$ cat src/rtl/stall_gen.sv
// Pipeline stall generator: load-use bubbles and data-memory wait with timeout.
// Latency: stall/stall_cause assert one clock after the hazard or wait is detected.
// Backpressure: none accepted; stall_o is the backpressure this block exerts on the pipeline.
module stall_gen #(
  parameter int unsigned LOAD_LAT    = 1,   // load-use bubble length, 1..7
  parameter int unsigned MEM_TIMEOUT = 15   // max MEM_WAIT cycles, 1..255
) (
  input  logic        clk_i,
  input  logic        rst_ni,
  input  logic        dec_valid_i,
  input  logic [4:0]  dec_rs1_i,
  input  logic [4:0]  dec_rs2_i,
  input  logic        dec_uses_rs1_i,
  input  logic        dec_uses_rs2_i,
  input  logic        exe_valid_i,
  input  logic [4:0]  exe_rd_i,
  input  logic        exe_is_load_i,
  input  logic        dmem_req_i,
  input  logic        dmem_ack_i,
  output logic        stall_o,
  output logic [1:0]  stall_cause_o,
  output logic        timeout_err_o,
  output logic [15:0] perf_stall_cycles_o
);

  typedef enum logic [1:0] {
    IDLE     = 2'b00,
    LU_STALL = 2'b01,
    MEM_WAIT = 2'b10
  } state_e;

  localparam logic [1:0] CAUSE_NONE = 2'b00;
  localparam logic [1:0] CAUSE_LU   = 2'b01;
  localparam logic [1:0] CAUSE_MEM  = 2'b10;

  // Bubble counter starts at LOAD_LAT-1 so LU_STALL lasts exactly LOAD_LAT cycles.
  localparam logic [2:0] BUB_INIT  = 3'(LOAD_LAT - 1);
  // Last wait count before the access is declared timed out.
  localparam logic [7:0] WAIT_LAST = 8'(MEM_TIMEOUT - 1);

  state_e      state_q;
  logic [2:0]  bub_q;
  logic [7:0]  wait_q;
  logic        stall_q;
  logic [1:0]  cause_q;
  logic        err_q;
  logic [15:0] perf_q;

  logic        rs1_hit;
  logic        rs2_hit;
  logic        hz;
  logic        mw;

  // Hazard and memory-wait detection; x0 never creates a dependency.
  assign rs1_hit = dec_uses_rs1_i && (dec_rs1_i == exe_rd_i);
  assign rs2_hit = dec_uses_rs2_i && (dec_rs2_i == exe_rd_i);
  assign hz = exe_valid_i && exe_is_load_i && (exe_rd_i != 5'd0) &&
              dec_valid_i && (rs1_hit || rs2_hit);
  assign mw = dmem_req_i && !dmem_ack_i;

  // Stall FSM; stall and cause are registered alongside the state so they never glitch.
  always_ff @(posedge clk_i or negedge rst_ni) begin
    if (!rst_ni) begin
      state_q <= IDLE;
      bub_q   <= 3'd0;
      wait_q  <= 8'd0;
      stall_q <= 1'b0;
      cause_q <= CAUSE_NONE;
      err_q   <= 1'b0;
    end else begin
      case (state_q)
        IDLE: begin
          // Memory wait outranks a load-use hazard; a stray ack is ignored.
          if (mw) begin
            state_q <= MEM_WAIT;
            wait_q  <= 8'd0;
            stall_q <= 1'b1;
            cause_q <= CAUSE_MEM;
          end else if (hz) begin
            state_q <= LU_STALL;
            bub_q   <= BUB_INIT;
            stall_q <= 1'b1;
            cause_q <= CAUSE_LU;
          end
        end
        LU_STALL: begin
          if (mw) begin
            state_q <= MEM_WAIT;
            wait_q  <= 8'd0;
            stall_q <= 1'b1;
            cause_q <= CAUSE_MEM;
          end else if (bub_q == 3'd0) begin
            // Return to IDLE without re-checking hz/mw this cycle.
            state_q <= IDLE;
            stall_q <= 1'b0;
            cause_q <= CAUSE_NONE;
          end else begin
            bub_q <= bub_q - 3'd1;
          end
        end
        MEM_WAIT: begin
          if (dmem_ack_i) begin
            state_q <= IDLE;
            stall_q <= 1'b0;
            cause_q <= CAUSE_NONE;
          end else if (wait_q == WAIT_LAST) begin
            // Give up on the access; the error flag is sticky until reset.
            state_q <= IDLE;
            stall_q <= 1'b0;
            cause_q <= CAUSE_NONE;
            err_q   <= 1'b1;
          end else begin
            wait_q <= wait_q + 8'd1;
          end
        end
        default: begin
          state_q <= IDLE;
          stall_q <= 1'b0;
          cause_q <= CAUSE_NONE;
        end
      endcase
    end
  end

  // Saturating count of cycles spent stalled.
  always_ff @(posedge clk_i or negedge rst_ni) begin
    if (!rst_ni) begin
      perf_q <= 16'd0;
    end else if (stall_q && (perf_q != 16'hFFFF)) begin
      perf_q <= perf_q + 16'd1;
    end
  end

  assign stall_o             = stall_q;
  assign stall_cause_o       = cause_q;
  assign timeout_err_o       = err_q;
  assign perf_stall_cycles_o = perf_q;

endmodule

$ cat config.mk
export PLATFORM = sky130hd
export DESIGN_NAME = stall_gen
export DESIGN_NICKNAME = d
export VERILOG_FILES = /design/src/rtl/stall_gen.sv
export SDC_FILE = /design/constraint.sdc
export NUM_CORES = 1
export LEC_CHECK = 0
export ABC_AREA = 0
export CAP_MARGIN = 10
export CORE_MARGIN = 8
export CORE_UTILIZATION = 40
export DETAILED_ROUTE_END_ITERATION = 8
export PLACE_DENSITY = 0.76
export SYNTH_ARGS = -nofsm -noshare
export SYNTH_HDL_FRONTEND = slang
export SYNTH_SLANG_ARGS = --single-unit
$ cat constraint.sdc
create_clock -name clk_i -period 3.48 [get_ports clk_i]
set_input_delay 0.348 -clock clk_i [delete_from_list [all_inputs] [get_ports clk_i]]
set_output_delay 0.348 -clock clk_i [all_outputs]
set_load 0.02 [all_outputs]
==> impl_metrics.env <==
export IMPL_dpl_cell_area_um2=2232
export IMPL_synth_area_um2=1733
export IMPL_cts_buffers=5
export IMPL_yosysUniqueCellTypes=41
export IMPL_layout_drive_gt1_share_pct=8.559
export IMPL_vias=1431
export IMPL_critical_path_required_ns=3.13
export IMPL_end_kind="output port"
export IMPL_grt_overflow=0
export IMPL_hold_viol=0
export IMPL_synth_cells=172
export IMPL_cts_num_sinks=31
export IMPL_clock_fmax_mhz=528.6
export IMPL_period_share_pct=54.36
export IMPL_wirelength_mm=3.745
export IMPL_setup_violations=0
export IMPL_clockBufferDepth=2
export IMPL_drt_iter0_markers=67
export IMPL_final_cell_mix="clkdlybuf4s50_1 (43), dfrtp_1 (31), xnor2_1 (24)"
export IMPL_gr_usage_all_layers_pct=12.48
export IMPL_fp_dieW_um=81.82
export IMPL_fin_tns_setup_ns=0
export IMPL_r2r_setup_slack_ns=1.68
export IMPL_seq_area_frac_synth_pct=44.77
export IMPL_syn_avg_cell_area_um2=10.08
export IMPL_vdd_ir_drop_max_mv=0.2386
export IMPL_cp_cell_sequence="clkdlybuf4s50_1"
export IMPL_crit_path_start_kind="flip-flop"
export IMPL_place_ws_ns=1.555
export IMPL_dp_hpwl_mm=3.012
export IMPL_drc=0
export IMPL_fin_worst_skew_ns=0.002444
export IMPL_totalPowerFinal_w=0.001177
export IMPL_crit_slowest_cell="clkdlybuf4s50_1"
export IMPL_drv_slew=0
export IMPL_cts_root_buf="clkbuf_8"
export IMPL_max_slew_margin_pct=63.75
export IMPL_cpPeakStageDelay_ns=0.69
export IMPL_antenna_found_initial=0
export IMPL_cts_tree="yes"
export IMPL_power_density_nw_per_um2=507.2
export IMPL_fp_dieH_um=81.82
export IMPL_finalWorstSetupSlack_ns=1.588
export IMPL_ys_seq_elements=31
export IMPL_status="finished clean"
export IMPL_pin_count=44
export IMPL_tightest_slew_ns=0.5419
export IMPL_clk_pin_slew_ns=0.06
export IMPL_final_area_um2=2320
export IMPL_rr_startpoint="wait_q[0]"
export IMPL_crit_arrival_ns=1.54
export IMPL_die_area_um2=6695
export IMPL_cts_resized=0
export IMPL_syn_nets=201
export IMPL_grt_pass1_vias=1544
export IMPL_grt_max_degree=32
export IMPL_worst_path_max_fanout=12
export IMPL_design_core_area_um2=4264
export IMPL_rsz0062_at_grt="no"
export IMPL_drv_cap=0
export IMPL_start_util_pct=40.64
export IMPL_finalCriticalPeriod_ns=1.892
export IMPL_worst_skew_pair_late_latency_ns=0.27
export IMPL_place_congestion=0.7630
export IMPL_htreeDepth=2
export IMPL_synth_top_flop_cell="dfrtp_1"
export IMPL_via_per_inst=5.223
export IMPL_drtAntennaViolNets=0
export IMPL_cp_buffers_inverters=1
export IMPL_async_reset_ff_share_pct=100.0
export IMPL_final_common_cell="clkdlybuf4s50_1"
export IMPL_nets=251
export IMPL_p_leak_nw=0.9757
export IMPL_routedWlPerCell_um=13.67
export IMPL_num_rows=24
export IMPL_yosys_warnings=0
export IMPL_startpoint="stall_cause_o[0]"
export IMPL_hp_class="input port to asynchronous set/reset pin"
export IMPL_area_growth_pct=33.86
export IMPL_critPathKind="flip-flop to output port"
export IMPL_synth_edf_count=0
export IMPL_diodes=0
export IMPL_dr_pass1_iters=5
export IMPL_io_buffers=43
export IMPL_grt_pass1_wl_mm=6.741
export IMPL_postCtsSetupBuffers=0
export IMPL_cts_hold_buf=0
export IMPL_crit_family="buffers and inverters"
[final cells by class]
type / count / area (um2)
Clock buffer: 6 / 82.58
Clock inverter: 1 / 5.005
Fill cell: 394 / 1944
Inverter: 5 / 18.77
Multi-Input combinational cell: 135 / 934.6
Sequential cell: 31 / 775.7
Tap cell: 52 / 65.06
Timing Repair Buffer: 44 / 437.9
[final timing paths]
kind                                                 to  cells after the start
worst max-delay path                   stall_cause_o[0]                      1
worst min-delay path            perf_stall_cycles_o[11]                      2
worst max register to register                wait_q[3]                      7
worst min register to register            timeout_err_o                      1
max in group asynchronous              stall_cause_o[1]                      2
min in group clk_i                        timeout_err_o                      1
[power by group]
| part | total, W | internal, W | switching, W |
|---|---|---|---|
| sequential | 0.000513 | 0.000424 | 0.0000892 |
| combinational | 0.000388 | 0.000202 | 0.000186 |
| clock | 0.000275 | 0.000155 | 0.000121 |
[routing by layer]
metal | vias up | routed length, um | GRT usage (%)
met4 | 0 | 48 | 5.439
met3 | 4 | 181 | 3.173
met5 | - | 0 | 0
met2 | 36 | 1910 | 20.76
li1 | 715 | - | -
met1 | 676 | 1603 | 14.90
[kinds of logic after synthesis]
logic type / count (synthesis) / synth area share, %
compound gates: 24 / 10.54
xor+xnor: 28 / 14.15
fa+ha+maj: 5 / 3.610
buf+inv: 6 / 1.299
flops: 31 / 44.77
mux: 1 / 0.6498
simple gates: 77 / 24.98
[registers in the layout, indices dropped and copies added, names as in the netlist]
| register | flops |
|---|---|
| stall_cause_o | 2 |
| stall_o | 1 |
| bub_q | 3 |
| wait_q | 8 |
| perf_stall_cycles_o | 16 |
| timeout_err_o | 1 |
[stage by stage]
step	util (%)	std cells	hold WS, ns
2_1_floorplan	-	172	0.05241
6_report	54.40	274	0.4639
4_1_cts	54.40	274	0.4745
5_1_grt	54.40	274	0.5009
3_3_place_gp	52.35	267	0.4498
3_5_place_dp	52.35	267	0.4577
[synth_stat cells (2+ instances only)]
master     n  area (um2)
o21ai_0    2       10.01
o221ai_1   2       17.52
xor2_1     4       35.03
nand4_1    8       50.05
and3_1     4       25.02
nor2_1    12       45.04
nand3_1   17       85.08
dfrtp_1   31       775.7
o21a_1     2       15.01
a31o_2     2       17.52
nand2_1   18       67.56
inv_1      4       15.01
a21oi_1    7       35.03
xnor2_1   24       210.2
ha_1       5       62.56
nand2b_1   3       18.77
nor4_1     2       12.51
nor3_1     2       10.01
No activity file was read; power rests on OpenSTA's default activity.
